## src/rtl/cpu_pkg.sv

```systemverilog
// Shared definitions for the program sequencer: state encoding, opcode
// constants and a small opcode helper used by the fetch sequencer.
package cpu_pkg;

  // Sequencer states. PAUSE only becomes reachable in single-step builds.
  typedef enum logic [2:0] {
    IDLE   = 3'd0,
    FETCH  = 3'd1,
    WAIT   = 3'd2,
    LOAD   = 3'd3,
    EXEC   = 3'd4,
    HALTED = 3'd5,
    ERROR  = 3'd6,
    PAUSE  = 3'd7
  } seq_state_t;

  // Opcodes live in the top three bits of every instruction word.
  localparam int OPC_W = 3;

  localparam logic [OPC_W-1:0] OPC_MOV  = 3'b000;
  localparam logic [OPC_W-1:0] OPC_MOVI = 3'b001;
  localparam logic [OPC_W-1:0] OPC_ADD  = 3'b010;
  localparam logic [OPC_W-1:0] OPC_SUB  = 3'b011;
  localparam logic [OPC_W-1:0] OPC_MOVO = 3'b100;
  localparam logic [OPC_W-1:0] OPC_HALT = 3'b111;

  // True when the opcode field matches the configured stop opcode.
  function automatic logic isStopOpcode(input logic [OPC_W-1:0] opcode,
                                        input logic [OPC_W-1:0] stopOpcode);
    return (opcode == stopOpcode);
  endfunction

  // States in which the sequencer is working on an instruction.
  function automatic logic isBusyState(input seq_state_t state);
    return (state == FETCH) || (state == WAIT) || (state == LOAD) ||
           (state == EXEC)  || (state == PAUSE);
  endfunction

endpackage

```

## src/rtl/seq_watchdog.sv

```systemverilog
// Execution watchdog for the fetch sequencer. Counts cycles spent waiting
// for the control unit and flags when the last allowed cycle is reached.
module seq_watchdog
  import cpu_pkg::*;
#(
  parameter int TIMEOUT = 15
) (
  input  logic i_clk,
  input  logic i_rst,
  input  logic i_clear,
  input  logic i_enable,
  output logic o_expired
);

  // The counter never needs to hold more than TIMEOUT-1.
  localparam int CNT_W = (TIMEOUT > 1) ? $clog2(TIMEOUT) : 1;

  logic [CNT_W-1:0] r_count;

  // Count enabled cycles, saturating at the expiry value so it never wraps.
  always_ff @(posedge i_clk) begin
    if (i_rst) begin
      r_count <= '0;
    end else if (i_clear) begin
      r_count <= '0;
    end else if (i_enable && !o_expired) begin
      r_count <= r_count + CNT_W'(1);
    end
  end

  assign o_expired = (r_count == CNT_W'(TIMEOUT - 1));

endmodule

```

## src/rtl/instr_fetch_seq.sv

```systemverilog
// Program sequencer in front of the CPU control unit. Fetches instructions
// from a synchronous ROM at the program counter, loads them into the IR and
// runs the control unit until it reports Done, then advances the PC.
// Stops on the HALT opcode; raises err when the control unit stalls.
// Optional feature macro: SINGLE_STEP_EN adds i_step and the PAUSE state so
// that one instruction is executed per step request.
module instr_fetch_seq
  import cpu_pkg::*;
#(
  parameter int               ADDR_W   = 5,
  parameter int               INSTR_W  = 9,
  parameter logic [OPC_W-1:0] HALT_OPC = OPC_HALT,
  parameter int               TIMEOUT  = 15
) (
  input  logic               i_clk,
  input  logic               i_rst,
  input  logic               i_start,
`ifdef SINGLE_STEP_EN
  input  logic               i_step,
`endif
  output logic               o_mem_rd,
  output logic [ADDR_W-1:0]  o_mem_addr,
  input  logic [INSTR_W-1:0] i_mem_rdata,
  output logic [INSTR_W-1:0] o_ir_data,
  output logic               o_ir_load,
  output logic               o_cpu_run,
  input  logic               i_cpu_done,
  output logic [ADDR_W-1:0]  o_pc,
  output logic               o_busy,
  output logic               o_halted,
  output logic               o_err
);

  seq_state_t         r_state;
  seq_state_t         w_nextState;
  logic [ADDR_W-1:0]  r_pc;
  logic [ADDR_W-1:0]  w_pcNext;
  logic [INSTR_W-1:0] r_irData;
  logic [OPC_W-1:0]   w_opcode;
  logic               w_isHalt;
  logic               w_wdClear;
  logic               w_wdEnable;
  logic               w_wdExpired;

  assign w_opcode = r_irData[INSTR_W-1 -: OPC_W];
  assign w_isHalt = isStopOpcode(w_opcode, HALT_OPC);

  // Watchdog is cleared when an instruction is handed to the control unit
  // and counts every cycle the sequencer spends in EXEC.
  seq_watchdog #(
    .TIMEOUT (TIMEOUT)
  ) u_watchdog (
    .i_clk     (i_clk),
    .i_rst     (i_rst),
    .i_clear   (w_wdClear),
    .i_enable  (w_wdEnable),
    .o_expired (w_wdExpired)
  );

  // State, program counter and IR registers; the IR captures ROM data in
  // WAIT, the cycle after the read strobe.
  always_ff @(posedge i_clk) begin
    if (i_rst) begin
      r_state  <= IDLE;
      r_pc     <= '0;
      r_irData <= '0;
    end else begin
      r_state <= w_nextState;
      r_pc    <= w_pcNext;
      if (r_state == WAIT) begin
        r_irData <= i_mem_rdata;
      end
    end
  end

  // Next-state, PC update, watchdog control and Moore outputs decoded from
  // the registered state.
  always_comb begin
    w_nextState = r_state;
    w_pcNext    = r_pc;
    w_wdClear   = 1'b0;
    w_wdEnable  = 1'b0;
    o_mem_rd    = 1'b0;
    o_ir_load   = 1'b0;
    o_cpu_run   = 1'b0;
    o_halted    = 1'b0;
    o_err       = 1'b0;
    o_busy      = isBusyState(r_state);

    case (r_state)
      IDLE: begin
        if (i_start) begin
          w_nextState = FETCH;
          w_pcNext    = '0;
        end
      end

      FETCH: begin
        o_mem_rd    = 1'b1;
        w_nextState = WAIT;
      end

      WAIT: begin
        w_nextState = LOAD;
      end

      LOAD: begin
        if (w_isHalt) begin
          w_nextState = HALTED;
        end else begin
          o_ir_load   = 1'b1;
          w_wdClear   = 1'b1;
          w_nextState = EXEC;
        end
      end

      EXEC: begin
        o_cpu_run  = 1'b1;
        w_wdEnable = 1'b1;
        if (i_cpu_done) begin
          w_pcNext = r_pc + ADDR_W'(1);
`ifdef SINGLE_STEP_EN
          w_nextState = PAUSE;
`else
          w_nextState = FETCH;
`endif
        end else if (w_wdExpired) begin
          w_nextState = ERROR;
        end
      end

      HALTED: begin
        o_halted = 1'b1;
        if (i_start) begin
          w_nextState = FETCH;
          w_pcNext    = '0;
        end
      end

      ERROR: begin
        o_err = 1'b1;
        if (i_start) begin
          w_nextState = FETCH;
          w_pcNext    = '0;
        end
      end

`ifdef SINGLE_STEP_EN
      PAUSE: begin
        if (i_step) begin
          w_nextState = FETCH;
        end
      end
`endif

      default: begin
        w_nextState = IDLE;
      end
    endcase
  end

  assign o_mem_addr = r_pc;
  assign o_pc       = r_pc;
  assign o_ir_data  = r_irData;

endmodule

```

## config.mk

```make
export PLATFORM = sky130hd
export DESIGN_NAME = instr_fetch_seq
export DESIGN_NICKNAME = d
export VERILOG_FILES = /design/src/rtl/cpu_pkg.sv /design/src/rtl/seq_watchdog.sv /design/src/rtl/instr_fetch_seq.sv
export SDC_FILE = /design/constraint.sdc
export NUM_CORES = 1
export LEC_CHECK = 0
export BUFFER_PORTS_ARGS = -buffer_cell sky130_fd_sc_hd__buf_2
export CORE_ASPECT_RATIO = 1.2
export CORE_MARGIN = 2
export CORE_UTILIZATION = 50
export DETAILED_ROUTE_END_ITERATION = 8
export PLACE_DENSITY = 0.8
export SETUP_SLACK_MARGIN = 0.4
export SKIP_LAST_GASP = 1
export SLEW_MARGIN = 30
export SYNTH_ARGS = -nofsm -noshare
export SYNTH_HDL_FRONTEND = slang
export SYNTH_SLANG_ARGS = --single-unit
```

## constraint.sdc

```tcl
create_clock -name i_clk -period 2.7 [get_ports i_clk]
set_input_delay 0.675 -clock i_clk [delete_from_list [all_inputs] [get_ports i_clk]]
set_output_delay 0.675 -clock i_clk [all_outputs]
set_load 0.005 [all_outputs]
```

# [Word-level counts from Yosys, hierarchy flattened]
# Index checks and enable logic that the tools add are counted.
[totals] register_bits=21 out_inout_bits=25
[classes] reduce_logical=12 muxes=14 n_addsub=2 eq_ne=12
[op_table] operator="$eq 3x3->1 const B" n=5
[op_table] operator="$pmux 3 s5" n=1
[op_table] operator="$mux 5" n=2
[op_table] operator="$pmux 5 s2" n=1
[op_table] operator="$mux 3" n=3
[op_table] operator="$mux 1" n=7
[op_table] operator="$eq 3x2->1 const B" n=2
[op_table] operator="$add 5x1->5 const B" n=1
[op_table] operator="$add 4x1->4 const B" n=1
[op_table] operator="$eq 4x4->1 const B" n=1
[op_table] operator="$logic_or 1x1->1" n=4
[op_table] operator="$eq 3x1->1 const B" n=1
[op_table] operator="$logic_not 3->1" n=1
[op_table] operator="$ne 3x2->1 const B" n=1
[op_table] operator="$reduce_and 3->1" n=1
[op_table] operator="$reduce_or 3->1" n=1
[op_table] operator="$ne 2x1->1 const B" n=1
[op_table] operator="$ne 2x2->1 const B" n=1
[op_table] operator="$reduce_and 2->1" n=1
[op_table] operator="$reduce_bool 2->1" n=1
[op_table] operator="$reduce_or 2->1" n=1
[op_table] operator="$logic_and 1x1->1" n=1
[op_table] operator="$logic_not 1->1" n=1

# [Longest topological paths before layout]
# Gate-level depths: netlist (run 1).
[depth] depth_word=5 mapped_depth=6 ltp_nobuf=6

# [By module]
# From an unflattened synthesis (run 1), not the netlist that was laid out.
[unflattened] hier_cells=143 area_unflattened_um2=1156.1
[by_module_without_submodules] mod="instr_fetch_seq" cells_per_inst=119 area_each_um2=939.7 n_inst=1
[by_module_without_submodules] mod="seq_watchdog" cells_per_inst=24 area_each_um2=216.5 n_inst=1

# [Worst setup path before layout (run 1)]
# No wires, ideal clock.
[synth_path] kind="register to output" from="register r_state[2]" to="output port o_busy" n_path_buf=1 arrival_time_ps=889 stages_incl_launch_ff=6 path_slack_ps=1136 path_cell_list="dfxtp_1 > buf_4 > inv_1 > nor2_1 > and2_1 > nor2_1"
[synth_via] elab_chain_cells=5 word_cells_on_any_way=9 cone_classes="eq/ne: 5; reduce/logical: 4"
[synth_lines] item="start: declaration" line_no="instr_fetch_seq.sv:34" rtl="seq_state_t r_state;"
[synth_lines] item="start signal: assignment" line_no="instr_fetch_seq.sv:68" rtl="r_state <= w_nextState;"
[synth_lines] item="$eq 3x1->1 or $eq 3x2->1 (tied branches)" line_no="cpu_pkg.sv:35" rtl="return (state == FETCH) || (state == WAIT) || (state == LOAD) ||"
[synth_lines] item="$logic_or 1x1->1 (3 in a row)" line_no="cpu_pkg.sv:35"
[synth_lines] item="$logic_or 1x1->1 *" line_no="cpu_pkg.sv:36" rtl="(state == EXEC) || (state == PAUSE);"
[synth_lines] item="end: declaration" line_no="instr_fetch_seq.sv:29" rtl="output logic o_busy,"
# Every way passes the cells marked *; elsewhere a longest branch is shown, timed or not.

# [Final worst setup path (run 1)]
[layout_path] from="register r_state[0]" to="output port o_mem_rd"
[layout_via] elab_chain_cells=2
[layout_lines] item="$eq 3x1->1" line_no="instr_fetch_seq.sv:90" rtl="case (r_state)"
[layout_lines] item="$mux 1" line_no="instr_fetch_seq.sv:90"
[layout_lines] item="end: declaration" line_no="instr_fetch_seq.sv:21" rtl="output logic o_mem_rd,"
# No other way between the ends.

==> reports/results.tsv, run 1 <==
stage	metric	value	unit
outcome	status	completed	
timing	Setup TNS	0	ns
critical_path	Buf/Inv on CP	1	
worst_hold_path	worst hold-check path type	flip-flop to flip-flop	
critical_path	nature of the critical path endpoint	primary output	
cells_and_area	Antenna Cells	0	
routing	DRT Pass-1 Iters	4	
cts	hold-fix buffers at CTS	0	
routing	WL/cell	11.7	µm
synth	count leader, synth	dfxtp_1	
cts	CTS root buf	clkbuf_4	
cts	Clock transition at path regs	0.12	ns
routing	# DRC	0	
critical_path	Critical Path Fanout Max	13	
critical_path	CP Class	flip-flop to primary output	
critical_path	worst endpoint required time	2.03	ns
critical_path	type of origin of the critical path	flip-flop	
floorplan	Initial Util	0.530	
cts	number of setup buffers added after CTS	0	
routing	DRT Wirelength	2150	µm
cts	Worst-Skew Late Latency	0.30	ns
synth	synth cell count leaders	dfxtp_1 (21), nor2_1 (18), mux2i_1 (13)	
global_route	vias in the first global route	883	
power_and_ir_drop	Pwr per Cell Area	548	nW/µm²
timing	Slew HR	0.701	
synth	synth warn	0	
global_route	first-pass GRT wire length	3640	µm
cells_and_area	nets	170	
timing	final setup violation count	0	
floorplan	Core Area	2070	µm²
synth	asr flop ratio synth	0	
power_and_ir_drop	worst vdd ir	0.363	mV
job	max_cap viols	0	
synth	Area contributors post-synth	dfxtp_1 (38%), mux2i_1 (12%), nor2_1 (6.2%), nand3_1 (4.1%), buf_4 (4.1%)	
timing	clk_skew	0.00677	ns
place	port buffer count	37	
global_route	initial antenna violation count	0	
critical_path	critical-path cell list	nor2b_1, nor2b_1, buf_2	
floorplan	Die Ht	55.3	µm
floorplan	Die X	46.8	µm
routing	Vias	966	
cells_and_area	area grow syn2layout	17.1	%
timing	Worst-Margin Slew	0.448	ns
floorplan	die area	2590	µm²
synth	top cell type's share of synthesized area	0.383	
cts	H-tree depth	1	
synth	Synth Instances	121	
timing	Tmin final	2.15	ns
global_route	total grt overflow	0	
power_and_ir_drop	Lkg Pwr	0.000559	µW
timing	RSZ-0062 raised after global routing	false	
critical_path	largest stage delay on the critical path	0.60	ns
synth	synthesized area per cell	9.08	µm²
power_and_ir_drop	Total Power	704	µW
global_route	largest net degree at the start of global routing	17	
cells_and_area	Fill cells	204	
timing	final slew viol count	0	
timing	max frequency	0.464	GHz
cts	total CTS buffers	3	
cts	Post-CTS Resized	0	
timing	endpoints failing hold	0	
synth	Mapped Nets	137	
cts	Clock Tree Buf Depth	2	
cts	# clock sinks	21	
floorplan	Row Count	18	
synth	EDFF count, synth	0	
critical_path	CP most frequent cell	nor2b_1	
synth	Synth area leader	dfxtp_1	
synth	sequential-to-total area share from yosys stat	0.383	
synth	flops & latches, synth	21	
place	routability cong.	0.789	
cells_and_area	fraction of layout cells with a size suffix above 1	0.307	
critical_path	Worst Path Arrival	1.48	ns
synth	commonest register cell after synthesis	dfxtp_1	
routing	vias per cell	5.28	
global_route	Total GRT Usage	0.183	
critical_path	cell family with most CP delay	flip-flops	
timing	period utilization	0.798	
synth	Syn Std Cell Area	1100	µm²
routing	antenna viol nets, final	0	
critical_path	CP max-delay cell	dfxtp_1	
synth	Distinct cells, synth	36	
routing	drt initial violations	7	
floorplan	io pins	38	
place	HPWL after DPL	1690	µm
cts	TritonCTS clock tree	built	
-- metal layers --
layer	track usage	vias up	share of wire
li1	-	488	-
met1	0.211	445	0.42
met2	0.313	31	0.51
met3	0.0359	2	0.064
met4	0.0714	0	0.0047
met5	0	-	0
-- cells in the final DEF, fill, tap and decap left out, types with 2 or more instances in the layout --
cell        n
xor2_1      2
ha_1        3
mux2i_1    13
dfxtp_2     2
a2111oi_0   2
nand2b_1    5
nand2_1     5
buf_2      37
and3_1      2
nand3_1     9
nor2_1     18
inv_1       2
dfxtp_1    19
a311oi_1    2
a21oi_1     7
nor2b_1     3
clkbuf_4    3
-- per-stage QoR --
stage	hold slack (ns)	utilization	cells	worst slack, ns	instance area [µm²]
2_1_floorplan	0.472	-	121	1.14	1100
3_3_place_gp	0.463	0.606	179	0.830	1260
3_5_place_dp	0.478	0.606	179	0.805	1260
4_1_cts	0.501	0.620	183	0.446	1280
5_1_grt	0.540	0.621	183	0.418	1290
6_report	0.492	0.621	183	0.547	1290
-- cells by family after synthesis --
| kind of cell | after synthesis | synth area share |
|---|---|---|
| adder cells (fa/ha/maj) | 3 | 0.0342 |
| AO/OA/AOI/OAI | 13 | 0.0843 |
| XOR/XNOR | 3 | 0.0239 |
| flip-flops | 21 | 0.383 |
| AND/OR/NAND/NOR | 57 | 0.290 |
| multiplexers | 13 | 0.118 |
| buffers and inverters | 11 | 0.0661 |
-- worst reg2reg max path, cell delays in order (launching register included) --
cell      delay, ns
dfxtp_2        0.49
or2b_1         0.29
a311oi_2       0.45
nand2_1        0.11
mux2i_1        0.12
-- state kept, by name, indices dropped and copies added (netlist names) --
register            cells
o_mem_addr              5
o_ir_data               9
r_state                 3
u_watchdog.r_count      4
-- final timing paths --
kind	from	to	slack, ns	cells after the start
setup reg to reg	r_state[1]$_SDFFE_PP0P_	o_mem_addr[2]$_SDFFE_PP0P_	1.18	4
setup / recovery	r_state[0]$_SDFFE_PP0P_	o_mem_rd	0.55	3
hold / removal	o_mem_addr[4]$_SDFFE_PP0P_	o_mem_addr[4]$_SDFFE_PP0P_	0.49	2
hold reg to reg	o_mem_addr[4]$_SDFFE_PP0P_	o_mem_addr[4]$_SDFFE_PP0P_	0.49	2
-- report_power, final --
part           switching (µW)  internal [µW]
clock                    94.1           55.2
sequential               40.9            336
combinational            90.4           87.5
-- layout make-up --
class	instances	area, µm²	share of cell area
inverter	2	7.51	0.00584
sequential	21	423	0.329
tap	30	37.5	0.0292
timing repair buffer	37	185	0.144
clock inverter	1	5.00	0.00389
multi-input combinational	89	606	0.471
clock buffer	3	22.5	0.0175
(Power assumes the default switching activity.)
==> inputs of run 2 (changes only) <==
- CORE_UTILIZATION: 50 -> 44
- PLACE_DENSITY: 0.8 -> 0.74
- clock period: 2.7 -> 1.96 ns (I/O delays scaled with it)
==> run 2 against run 1 <==
  * Register-to-register slack worse by 0.73 ns
  * Cell count up 7.7%
  * Sequential power up 33%
  * Critical path type unchanged
  * Largest cell class unchanged
  * Largest power group unchanged
==> reports/results.tsv, run 2 (synthesized netlist as in run 1, its figures left out) <==
stage	metric	value	unit	change
critical_path	Critical Path Fanout Max	4		-9
timing	final setup violation count	0		unchanged
cells_and_area	most frequent cells in the layout	buf_2 (37), dfxtp_1 (18), nor2_1 (15), mux2i_1 (13), buf_4 (11)		
job	max_cap viols	0		unchanged
floorplan	Die Ht	58.7	µm	+6.1%
power_and_ir_drop	Clock power frac	0.189		-0.023
routing	WL/cell	13.5	µm	+15%
cells_and_area	Fill cells	222		+8.8%
routing	vias per cell	5.40		+2.3%
critical_path	Buf/Inv on CP	1		unchanged
floorplan	io pins	38		unchanged
power_and_ir_drop	Sequential Power Share	0.444		-0.092
critical_path	cell family with most CP delay	simple AND/OR/NAND/NOR gates		
routing	# DRC	0		unchanged
cts	Worst-Skew Late Latency	0.31	ns	about the same
power_and_ir_drop	Total Power	1130	µW	+60%
global_route	initial antenna violation count	0		unchanged
cells_and_area	Antenna Cells	0		unchanged
critical_path	CP max-delay cell	dfxtp_4		
cells_and_area	area grow syn2layout	33.7	%	
cts	Clock Tree Buf Depth	2		unchanged
cells_and_area	fraction of layout cells with a size suffix above 1	0.434		+0.127
power_and_ir_drop	combinational power share	0.366		+0.113
critical_path	Worst Path Arrival	1.34	ns	-0.14 ns
timing	max frequency	0.548	GHz	
cts	TritonCTS clock tree	built		
timing	Tmin final	1.83	ns	
outcome	status	completed		
critical_path	largest stage delay on the critical path	0.38	ns	-0.22 ns
floorplan	Die X	49.6	µm	+6.0%
critical_path	type of origin of the critical path	flip-flop		
cells_and_area	fin area	1470	µm²	+14%
floorplan	Row Count	19		+1
power_and_ir_drop	Internal	753	µW	+57%
timing	endpoints failing hold	0		unchanged
timing	clk_skew	0.00998	ns	+0.00322 ns
cells_and_area	sequential cell area	432	µm²	+2.1%
timing	Min Hold Slack	0.403	ns	-0.0887 ns
power_and_ir_drop	Pwr per Cell Area	768	nW/µm²	+40%
timing	Slew HR	0.615		-0.0861
place	Area after DPL	1270	µm²	+1.3%
global_route	largest net degree at the start of global routing	17		unchanged
routing	drt initial violations	25		+18
timing	Setup TNS	0	ns	unchanged
place	routability cong.	0.750		-5.0%
cells_and_area	Largest register FFs	9		unchanged
global_route	Total GRT Usage	0.179		-0.00433
timing	period utilization	0.931		
critical_path	worst endpoint required time	1.47	ns	-0.56 ns
cts	Clock transition at path regs	0.13	ns	about the same
cts	H-tree depth	1		unchanged
power_and_ir_drop	Lkg Pwr	0.000640	µW	+14%
cts	# clock sinks	21		unchanged
worst_hold_path	worst hold-check path type	input pin to flip-flop		
routing	DRT Wirelength	2670	µm	+24%
timing	final slew viol count	0		unchanged
floorplan	die area	2910	µm²	+13%
floorplan	Core Area	2330	µm²	+12%
timing	Worst-Margin Slew	0.563	ns	+0.115 ns
routing	DRT Pass-1 Iters	6		+2
cells_and_area	leading cell type in the layout, fill and taps excluded	buf_2		
routing	antenna viol nets, final	0		unchanged
cells_and_area	nets	183		+7.6%
power_and_ir_drop	worst vdd ir	0.561	mV	+55%
place	port buffer count	37		unchanged
cts	total CTS buffers	3		unchanged
timing	RSZ-0062 raised after global routing	true		
critical_path	nature of the critical path endpoint	primary output		
routing	Vias	1064		+10%
place	HPWL after DPL	1760	µm	+4.3%
global_route	total grt overflow	0		unchanged
floorplan	Initial Util	0.472		-0.0587
global_route	first-pass GRT wire length	4120	µm	+13%
cells_and_area	area of the multi-input gates	669	µm²	+11%
critical_path	critical-path cell list	or2b_1, nor3b_1, nor2_1, buf_2		
cts	CTS root buf	clkbuf_4		
critical_path	CP Class	flip-flop to primary output		
power_and_ir_drop	Net Sw Power	375	µW	+66%
global_route	vias in the first global route	968		+9.6%
power_and_ir_drop	switching part of the total	0.332		+0.0125
[run 2: power by group through the flow]
| stage | Sequential, µW | Combinational (µW) | Clock, µW |
|---|---|---|---|
| 2_1_floorplan | 495 | 209 | 0 |
| 3_3_place_gp | 517 | 258 | 0 |
| 3_5_place_dp | 519 | 269 | 0 |
| 4_1_cts | 498 | 348 | 213 |
| 5_1_grt | 506 | 446 | 229 |
| 6_report | 501 | 413 | 213 |
[run 2: worst paths after layout]
kind,startpoint,endpoint,slack (ns),cells after the start
worst max-delay path,r_state[1]$_SDFFE_PP0P_,o_busy,0.13,4
worst min register to register,o_mem_addr[4]$_SDFFE_PP0P_,o_mem_addr[4]$_SDFFE_PP0P_,0.50,2
worst min-delay path,i_mem_rdata[7],o_ir_data[7]$_SDFFE_PP0P_,0.40,3
worst max register to register,r_state[1]$_SDFFE_PP0P_,o_ir_data[4]$_SDFFE_PP0P_,0.45,7
[run 2: stage by stage]
| stage | util | instances | worst slack [ns] |
|---|---|---|---|
| finish | 0.631 | 197 | 0.134 |
| CTS | 0.597 | 194 | 0.193 |
| floorplan | - | 121 | 0.581 |
| global route | 0.631 | 197 | 0.0693 |
| global placement | 0.546 | 182 | 0.367 |
| detailed placement | 0.546 | 182 | 0.293 |
[run 2: cell type report]
| cell class | instances | area share |
|---|---|---|
| clock buffers | 3 | 0.0153 |
| clock inverters | 1 | 0.00341 |
| inverters | 2 | 0.00511 |
| multi-input cells | 89 | 0.456 |
| flip-flops and latches | 21 | 0.294 |
| well taps | 31 | 0.0264 |
| repair buffers | 50 | 0.200 |
[run 2: metal layers]
metal  routed length (µm)  vias up  track usage  share of wire
met2                 1320       50        0.337           0.49
met4                   21        0       0.0357         0.0079
met5                    0        -            0              0
met3                  171        4       0.0355          0.064
met1                 1150      499        0.209           0.43
li1                     -      511            -              -
[run 2: timing repair]
action / in CTS / in global routing
pin swaps: 1 / 3
hold buffers: 0 / 0
endpoints found under the setup margin: 9 / 9
gates resized for setup: 11 / 13
setup buffers: 8 / 3
[run 2: worst min-delay path: cells and delay by family]
kind | cells | cell delay (ns)
buf+inv | 1 | 0.07
mux | 1 | 0.05
simple gates | 1 | 0.07
==> inputs of run 3 (changes only) <==
- PLACE_DENSITY: 0.74 -> not set
- PLACE_DENSITY_LB_ADDON: not set -> 0.12
==> run 3 against run 2 <==
  * Sequential share of layout area down 0.34 points
  * Clock skew is 0.0083 ns lower
  * Global-route usage down 0.10 points
  * Core utilization grew 0.38 points
  * Count of clock-buffer cells in the layout is the same
  * Flip-flop and latch count is the same
  * Combinational power down 2%
  * Setup slack gained 0.054 ns
  * Largest power group unchanged
  * Via count shrank 2.9%
  * Worst hold slack got worse by 0.0033 ns
  * Largest cell class unchanged
  * Cell count down 0.51%
  * Wire length fell by 4.6%
  * Critical endpoint unchanged
==> reports/results.tsv, run 3 (synthesized netlist as in run 1, its figures left out) <==
stage	metric	value	unit	change
timing	Tmin final	1.77	ns	-0.0543 ns
global_route	initial antenna violation count	0		unchanged
cells_and_area	Antenna Cells	0		unchanged
timing	clk_skew	0.00165	ns	-0.00833 ns
floorplan	die area	2910	µm²	unchanged
cells_and_area	Largest register FFs	9		unchanged
critical_path	worst endpoint required time	1.47	ns	about the same
critical_path	worst r2r src	r_state[1]$_SDFFE_PP0P_		
power_and_ir_drop	Pwr per Cell Area	753	nW/µm²	-1.9%
critical_path	type of origin of the critical path	flip-flop		
cts	# clock sinks	21		unchanged
cells_and_area	nets	182		-0.55%
floorplan	Initial Util	0.472		unchanged
place	port buffer count	37		unchanged
routing	vias per cell	5.27		-2.4%
cts	CTS root buf	clkbuf_4		
critical_path	Critical Path Fanout Max	6		+2
routing	WL/cell	13.0	µm	-4.1%
global_route	Total GRT Usage	0.178		-0.00102
timing	max frequency	0.565	GHz	+3.1%
timing	Min Hold Slack	0.400	ns	-0.00329 ns
critical_path	CP Class	flip-flop to primary output		
cells_and_area	Post-Layout Cell Count	196		-0.51%
routing	DRT Wirelength	2540	µm	-4.6%
floorplan	io pins	38		unchanged
floorplan	Die X	49.6	µm	unchanged
global_route	largest net degree at the start of global routing	17		unchanged
floorplan	Die Ht	58.7	µm	unchanged
floorplan	Row Count	19		unchanged
timing	Slew HR	0.721		+0.105
routing	drt initial violations	18		-28%
routing	DRT Pass-1 Iters	4		-2
cts	Worst-Skew Late Latency	0.31	ns	about the same
cells_and_area	area grow syn2layout	34.5	%	
timing	Setup TNS	0	ns	unchanged
global_route	total grt overflow	0		unchanged
timing	final setup violation count	0		unchanged
timing	RSZ-0062 raised after global routing	true		
cells_and_area	leading cell type in the layout, fill and taps excluded	buf_2		
timing	period utilization	0.904		-0.0277
critical_path	Worst Path Arrival	1.28	ns	-0.06 ns
routing	antenna viol nets, final	0		unchanged
timing	final slew viol count	0		unchanged
outcome	status	completed		
routing	Vias	1033		-2.9%
job	max_cap viols	0		unchanged
global_route	vias in the first global route	958		-1.0%
routing	# DRC	0		unchanged
global_route	first-pass GRT wire length	3970	µm	-3.7%
cts	H-tree depth	1		unchanged
cts	Clock Tree Buf Depth	2		unchanged
cts	Clock transition at path regs	0.12	ns	about the same
worst_hold_path	worst hold-check path type	input pin to flip-flop		
cts	hold-fix buffers at CTS	0		unchanged
place	routability cong.	0.750		unchanged
cts	TritonCTS clock tree	built		
power_and_ir_drop	Lkg Pwr	0.000642	µW	+0.27%
critical_path	nature of the critical path endpoint	primary output		
power_and_ir_drop	worst vdd ir	0.582	mV	+3.8%
timing	endpoints failing hold	0		unchanged
critical_path	CP Launch Point	r_state[2]$_SDFFE_PP0P_		
place	Inst Count DP	182		unchanged
worst_hold_path	hold_sp	i_mem_rdata[0]		
timing	Worst-Margin Slew	0.408	ns	-0.154 ns
cells_and_area	most frequent cells in the layout	buf_2 (37), dfxtp_1 (18), nor2_1 (15), mux2i_1 (12), nand3_1 (9)		
floorplan	Core Area	2330	µm²	unchanged
cells_and_area	fraction of layout cells with a size suffix above 1	0.436		+0.00263
place	HPWL after DPL	1620	µm	-8.1%
cts	total CTS buffers	3		unchanged
## run 3: cell types whose count changed in the layout (fill, tap and decap cells not counted), sizes merged
cell,change
buf,-1
## run 3: layout make-up
type,count,area [µm²]
sequential,21,429
multi-input combinational,89,681
inverter,2,7.51
timing repair buffer,49,294
tap,31,38.8
fill,223,852
clock inverter,1,5.00
clock buffer,3,22.5
## run 3: power by group
part	internal [µW]	switching, µW	total, µW
sequential	466	29.8	495
combinational	202	202	403
clock	76.4	138	214
## run 3: final timing paths
kind | end | slack, ns | cells past startpoint
min | o_ir_data[0]$_SDFFE_PP0P_ | 0.40 | 3
max | o_busy | 0.19 | 4
min reg2reg | o_mem_addr[4]$_SDFFE_PP0P_ | 0.49 | 2
max reg2reg | o_mem_addr[2]$_SDFFE_PP0P_ | 0.41 | 6
## run 3: stage by stage
step / cell area [µm²] / worst slack (ns) / total power, µW / utilization
after floorplan: 1100 / 0.581 / 704 / -
after global placement: 1270 / 0.344 / 777 / 0.546
after detailed placement: 1270 / 0.300 / 781 / 0.546
after CTS: 1380 / 0.192 / 1050 / 0.592
after global routing: 1480 / 0.144 / 1180 / 0.634
final: 1480 / 0.189 / 1110 / 0.634
## run 3: critical path, stage by stage, from the launching register on
cell	delay [ns]
dfxtp_4	0.38
or2b_1	0.26
nor3b_1	0.15
nor2_1	0.07
buf_2	0.11
## run 3: timing repair
action	4_1_cts	5_1_grt
endpoints found under the setup margin	9	10
pin swaps	1	6
cloned	0	0
gates resized for setup	10	16
setup buffers	7	3
## run 3: routing by layer
layer	vias to the layer above	track usage	part of all wire	routed length, µm
met5	-	0	0	0
met4	0	0.0952	0.015	37
met3	4	0.0305	0.049	124
met2	39	0.333	0.51	1290
met1	482	0.188	0.43	1090
li1	508	-	-	-
